[src/rtl/mult_share_arbiter.sv]
// Round-robin sharing of one 16x16 unsigned multiplier between NUM_REQ
// valid/ready requesters, with a single ID-tagged valid/ready response channel.

// Combinational 16x16 unsigned multiplier built from three partial-product zones:
// low byte x low byte, the two cross terms, and high byte x high byte.
module three_zone_16bit_multiplier (
    input  logic [15:0] a,
    input  logic [15:0] b,
    output logic [31:0] p
);

    logic [15:0] zone_lo;
    logic [16:0] zone_mid;
    logic [15:0] zone_hi;

    // Partial products and final alignment into the 32-bit result
    always_comb begin
        zone_lo  = 16'(a[7:0]) * 16'(b[7:0]);
        zone_mid = 17'(a[7:0]) * 17'(b[15:8]) + 17'(a[15:8]) * 17'(b[7:0]);
        zone_hi  = 16'(a[15:8]) * 16'(b[15:8]);
        p        = {zone_hi, zone_lo} + (32'(zone_mid) << 8);
    end

endmodule

module mult_share_arbiter #(
    parameter int unsigned NUM_REQ = 2,
    parameter int unsigned ID_W    = 3,
    parameter int unsigned CNT_W   = 16
) (
    input  logic                    clk,
    input  logic                    rst_n,
    input  logic [NUM_REQ-1:0]      req_valid,
    input  logic [16*NUM_REQ-1:0]   req_a,
    input  logic [16*NUM_REQ-1:0]   req_b,
    output logic [NUM_REQ-1:0]      req_ready,
    output logic                    resp_valid,
    output logic [31:0]             resp_p,
    output logic [ID_W-1:0]         resp_id,
    input  logic                    resp_ready,
    output logic                    busy,
    output logic [CNT_W-1:0]        op_count
);

    localparam int unsigned OP_W  = 16;
    localparam int unsigned P_W   = 32;
    localparam int unsigned IDX_W = (NUM_REQ > 1) ? $clog2(NUM_REQ) : 1;

    typedef enum logic [1:0] {
        IDLE = 2'b00,
        CALC = 2'b01,
        RESP = 2'b10
    } state_t;

    state_t            state;
    state_t            state_next;

    logic [OP_W-1:0]   op_a;
    logic [OP_W-1:0]   op_b;
    logic [P_W-1:0]    mult_p;
    logic [ID_W-1:0]   owner;
    logic [ID_W-1:0]   last_grant;

    logic              grant_found;
    logic [ID_W-1:0]   grant_idx;
    int unsigned       cand;
    logic [OP_W-1:0]   sel_a;
    logic [OP_W-1:0]   sel_b;

    // Single shared multiplier, fed only from the latched operand registers
    three_zone_16bit_multiplier u_mult (
        .a (op_a),
        .b (op_b),
        .p (mult_p)
    );

    // Round-robin search starting one past the last granted requester
    always_comb begin
        grant_found = 1'b0;
        grant_idx   = '0;
        cand        = 0;
        for (int unsigned k = 1; k <= NUM_REQ; k++) begin
            cand = (32'(last_grant) + k) % NUM_REQ;
            if (!grant_found && req_valid[IDX_W'(cand)]) begin
                grant_found = 1'b1;
                grant_idx   = ID_W'(cand);
            end
        end
    end

    // Operand mux for the current winner
    always_comb begin
        sel_a = '0;
        sel_b = '0;
        for (int i = 0; i < int'(NUM_REQ); i++) begin
            if (grant_idx == ID_W'(i)) begin
                sel_a = req_a[i*OP_W +: OP_W];
                sel_b = req_b[i*OP_W +: OP_W];
            end
        end
    end

    // State register
    always_ff @(posedge clk or negedge rst_n) begin
        if (!rst_n) begin
            state <= IDLE;
        end else begin
            state <= state_next;
        end
    end

    // Next state and the combinational accept strobe
    always_comb begin
        state_next = state;
        req_ready  = '0;
        case (state)
            IDLE: begin
                if (grant_found) begin
                    req_ready  = NUM_REQ'(1) << grant_idx;
                    state_next = CALC;
                end
            end
            CALC: begin
                state_next = RESP;
            end
            RESP: begin
                if (resp_ready) begin
                    state_next = IDLE;
                end
            end
            default: begin
                state_next = IDLE;
            end
        endcase
        // Nothing is accepted while reset is held
        if (!rst_n) begin
            req_ready = '0;
        end
    end

    // Operand latch, grant pointer, result capture, status and counter
    always_ff @(posedge clk or negedge rst_n) begin
        if (!rst_n) begin
            op_a       <= '0;
            op_b       <= '0;
            owner      <= '0;
            last_grant <= ID_W'(NUM_REQ - 1);
            resp_p     <= '0;
            resp_id    <= '0;
            resp_valid <= 1'b0;
            busy       <= 1'b0;
            op_count   <= '0;
        end else begin
            resp_valid <= (state_next == RESP);
            busy       <= (state_next != IDLE);
            if (state == IDLE && grant_found) begin
                op_a       <= sel_a;
                op_b       <= sel_b;
                owner      <= grant_idx;
                last_grant <= grant_idx;
            end
            if (state == CALC) begin
                resp_p  <= mult_p;
                resp_id <= owner;
            end
            if (state == RESP && resp_ready) begin
                op_count <= op_count + CNT_W'(1);
            end
        end
    end

endmodule

[config.mk]
export PLATFORM = sky130hd
export DESIGN_NAME = mult_share_arbiter
export DESIGN_NICKNAME = d
export VERILOG_FILES = /design/src/rtl/mult_share_arbiter.sv
export SDC_FILE = /design/constraint.sdc
export NUM_CORES = 1
export LEC_CHECK = 0
export CAP_MARGIN = 10
export CORE_MARGIN = 2
export CORE_UTILIZATION = 36
export DETAILED_ROUTE_END_ITERATION = 16
export PLACE_DENSITY_LB_ADDON = 0.12
export SLEW_MARGIN = 30
export SYNTH_ARGS = -nofsm -noshare
export SYNTH_HDL_FRONTEND = slang
export SYNTH_SLANG_ARGS = --single-unit
export TNS_END_PERCENT = 20
[constraint.sdc]
create_clock -name clk -period 6.8 [get_ports clk]
set_clock_uncertainty 0.15 [all_clocks]
set_input_delay 1.36 -clock clk [delete_from_list [all_inputs] [get_ports clk]]
set_output_delay 1.36 -clock clk [all_outputs]
set_load 0.01 [all_outputs]
==> results.ini <==
[floorplanning]
die_y_um=194
dieArea_sq_mm=0.0378
rows=69
ios=124
initial_core_util_pct=36.6
fp.coreArea_sq_mm=0.0357
die_w_um=194

[timing]
min_period_over_period_pct=104
fin_crit_ps=7060
relSlewSlack_pct=55.0
finalSetupViolCount=7
timing.fmax_mhz=142
finalSetupTns_ps=-984
grt_setup_unrepaired=true
worst_slew_pin_slew_ps=675
drv_slew=0
setup_ws_ps=-262
hold_viol_final=0

[clocking]
root_buffer=clkbuf_16
ctsHoldBuffers=0
clkTransAtPathRegs_ps=80
clk_path_buf_depth=2
h-tree-depth=3
cts_tree=yes
clk-insertion-delay-late_ps=380
clock_sinks=87
cts_inserted_buffers=9

[synthesis]
avgSynthCellArea_sq_um=8.89
async_reset_ff_share_pct=100
synthTopCellsByCount=inv_1, nand2_1, fa_1, ha_1, and2_1
synth-main-ff-cell=dfrtp_1
yosys-top-cells-area=fa_1, dfrtp_1, ha_1, inv_1, and2_1
yosysSeqAreaShare_pct=16.7
synth.most_common_cell=inv_1
yosys.area.top_type=fa_1
syn_area_sq_mm=0.0130
yosys_register_bits=87
netlist.area_leader.share_pct=26.1
synth_cells=1467
yosys_warnings=0
synth-edff-count=0
synthDistinctLibCells=62

[worst_setup_path]
r2r_cells=25
critPathArrivalTime_ps=7220
required_ps=6960
critPathLaunchType=flip-flop
crit_path_max_fanout=6
end_kind=flip-flop
crit_type=flip-flop to flip-flop

[outcome]
status=finished, violations left
violations=DRC, setup timing

[grt]
first_global_vias=11000
antenna_found_initial=0
grt_first_pass_wirelength_um=59100
grt.total_usage_pct=20.0
overflow=0
grt_max_degree=50

[route]
postRouteAntennaNets=0
routedWlPerCell_um=17.1
routed_wirelength_um=37100
vias=10700
post_drt_via_cell_ratio=4.95
drc=4
drt_iter0_drc=502
dr.pass1.iters=11

[final_layout]
layout-drive-gt1-share_pct=14.7
fin_cells=2167
syn_to_final_growth_pct=25.3
final_util_pct=45.9
stdcell_area_sq_mm=0.0163
fin_nets=2094

[run]
maxCapViolCount=0

[hold_path]
hp-class=flip-flop to flip-flop
worstHoldPathCells=2

[placement]
hpwlAfterDp_um=30400
portBuffers=121
gp_congestion=0.867
placed_cells=2139
place_area_sq_mm=0.0157

-- registers in the layout, indices dropped and copies added (netlist names) --
name,cells
owner,1
busy,1
state,2
resp_id,1
op_a,16
resp_valid,1
op_b,16
op_count,16
resp_p,32
last_grant,1
-- per-layer routing --
metal,up-vias,track usage [%],routed length [um]
met4,0,3.90,450
met3,19,2.78,1300
met1,5400,27.9,17300
met5,-,0,0
met2,162,33.2,18000
li1,5140,-,-
-- cell usage in the layout (no fill, tap or decap), drive strengths merged, types with 11 or more instances in the layout --
cell,synthesis,routed
inv,294,298
nand2,177,177
fa,170,170
buf,4,155
ha,155,155
and2,152,152
clkdlybuf4s50,0,120
dfrtp,86,86
o21ai,50,50
nor2,40,40
xnor2,39,39
a222oi,32,32
a21oi,28,28
nor3,20,20
nand3,18,18
xor2,18,18
a21o,12,12
a31oi,12,12
a211oi,11,11
-- worst max-delay path, stage by stage, from the launching register on --
cell      delay, ps
dfrtp_2         450
and2_4          180
fa_1            540
inv_2            50
fa_2            560
inv_2            40
fa_2            530
fa_2            450
fa_1            490
inv_1            50
fa_1            490
inv_2            40
ha_4            170
or3_4           330
o211ai_1        290
nand2_1         110
nor2_2          110
xnor2_1         100
ha_1            310
nand3_2         110
buf_6           130
or3_4           330
o211ai_1        260
nand2_1         110
or4_1           470
a31oi_1         150
-- cells by family after synthesis --
| kind of cell | Yosys count | share of synthesized area, % |
|---|---|---|
| simple gates | 455 | 17.5 |
| other cells | 1 | 0.0287 |
| compound gates | 192 | 10.5 |
| fa+ha+maj | 325 | 40.9 |
| flops | 87 | 16.7 |
| mux | 2 | 0.163 |
| xor+xnor | 57 | 3.94 |
| buf+inv | 348 | 10.2 |
-- layout make-up --
type / instances / area [sq um]
Antenna cell: 1 / 2.50
Clock buffer: 9 / 225
Clock inverter: 7 / 75.1
Fill cell: 3559 / 19300
Inverter: 294 / 1100
Multi-Input combinational cell: 1033 / 9790
Sequential cell: 87 / 2200
Tap cell: 461 / 577
Timing Repair Buffer: 275 / 2380
-- through the flow --
| stage | hold WS, ps | worst slack [ps] |
|---|---|---|
| 4_1_cts | 333 | -258 |
| 2_1_floorplan | 288 | 5.46 |
| 3_3_place_gp | 305 | -299 |
| 6_report | 327 | -262 |
| 5_1_grt | 350 | -555 |
| 3_5_place_dp | 314 | -395 |
-- repair_timing --
| item | in CTS | in global routing |
|---|---|---|
| setup buffers | 8 | 3 |
| resized for setup | 37 | 31 |
| endpoints found under the setup margin | 12 | 14 |
| pin swaps | 14 | 17 |
-- worst paths after layout --
path	startpoint	endpoint	slack, ps
worst max-delay path	op_a[13]	resp_p[31]	-260
worst min-delay path	resp_p[0]	resp_p[0]	330
worst max register to register	op_a[13]	resp_p[31]	-260
worst min register to register	resp_p[0]	resp_p[0]	330
max in group asynchronous	rst_n	resp_p[12]	4600
min in group asynchronous	rst_n	op_count[15]	840
Power is left out: the tool's default activity adds up to more than one toggle a clock period on the data nets, which glitch-free logic cannot reach.
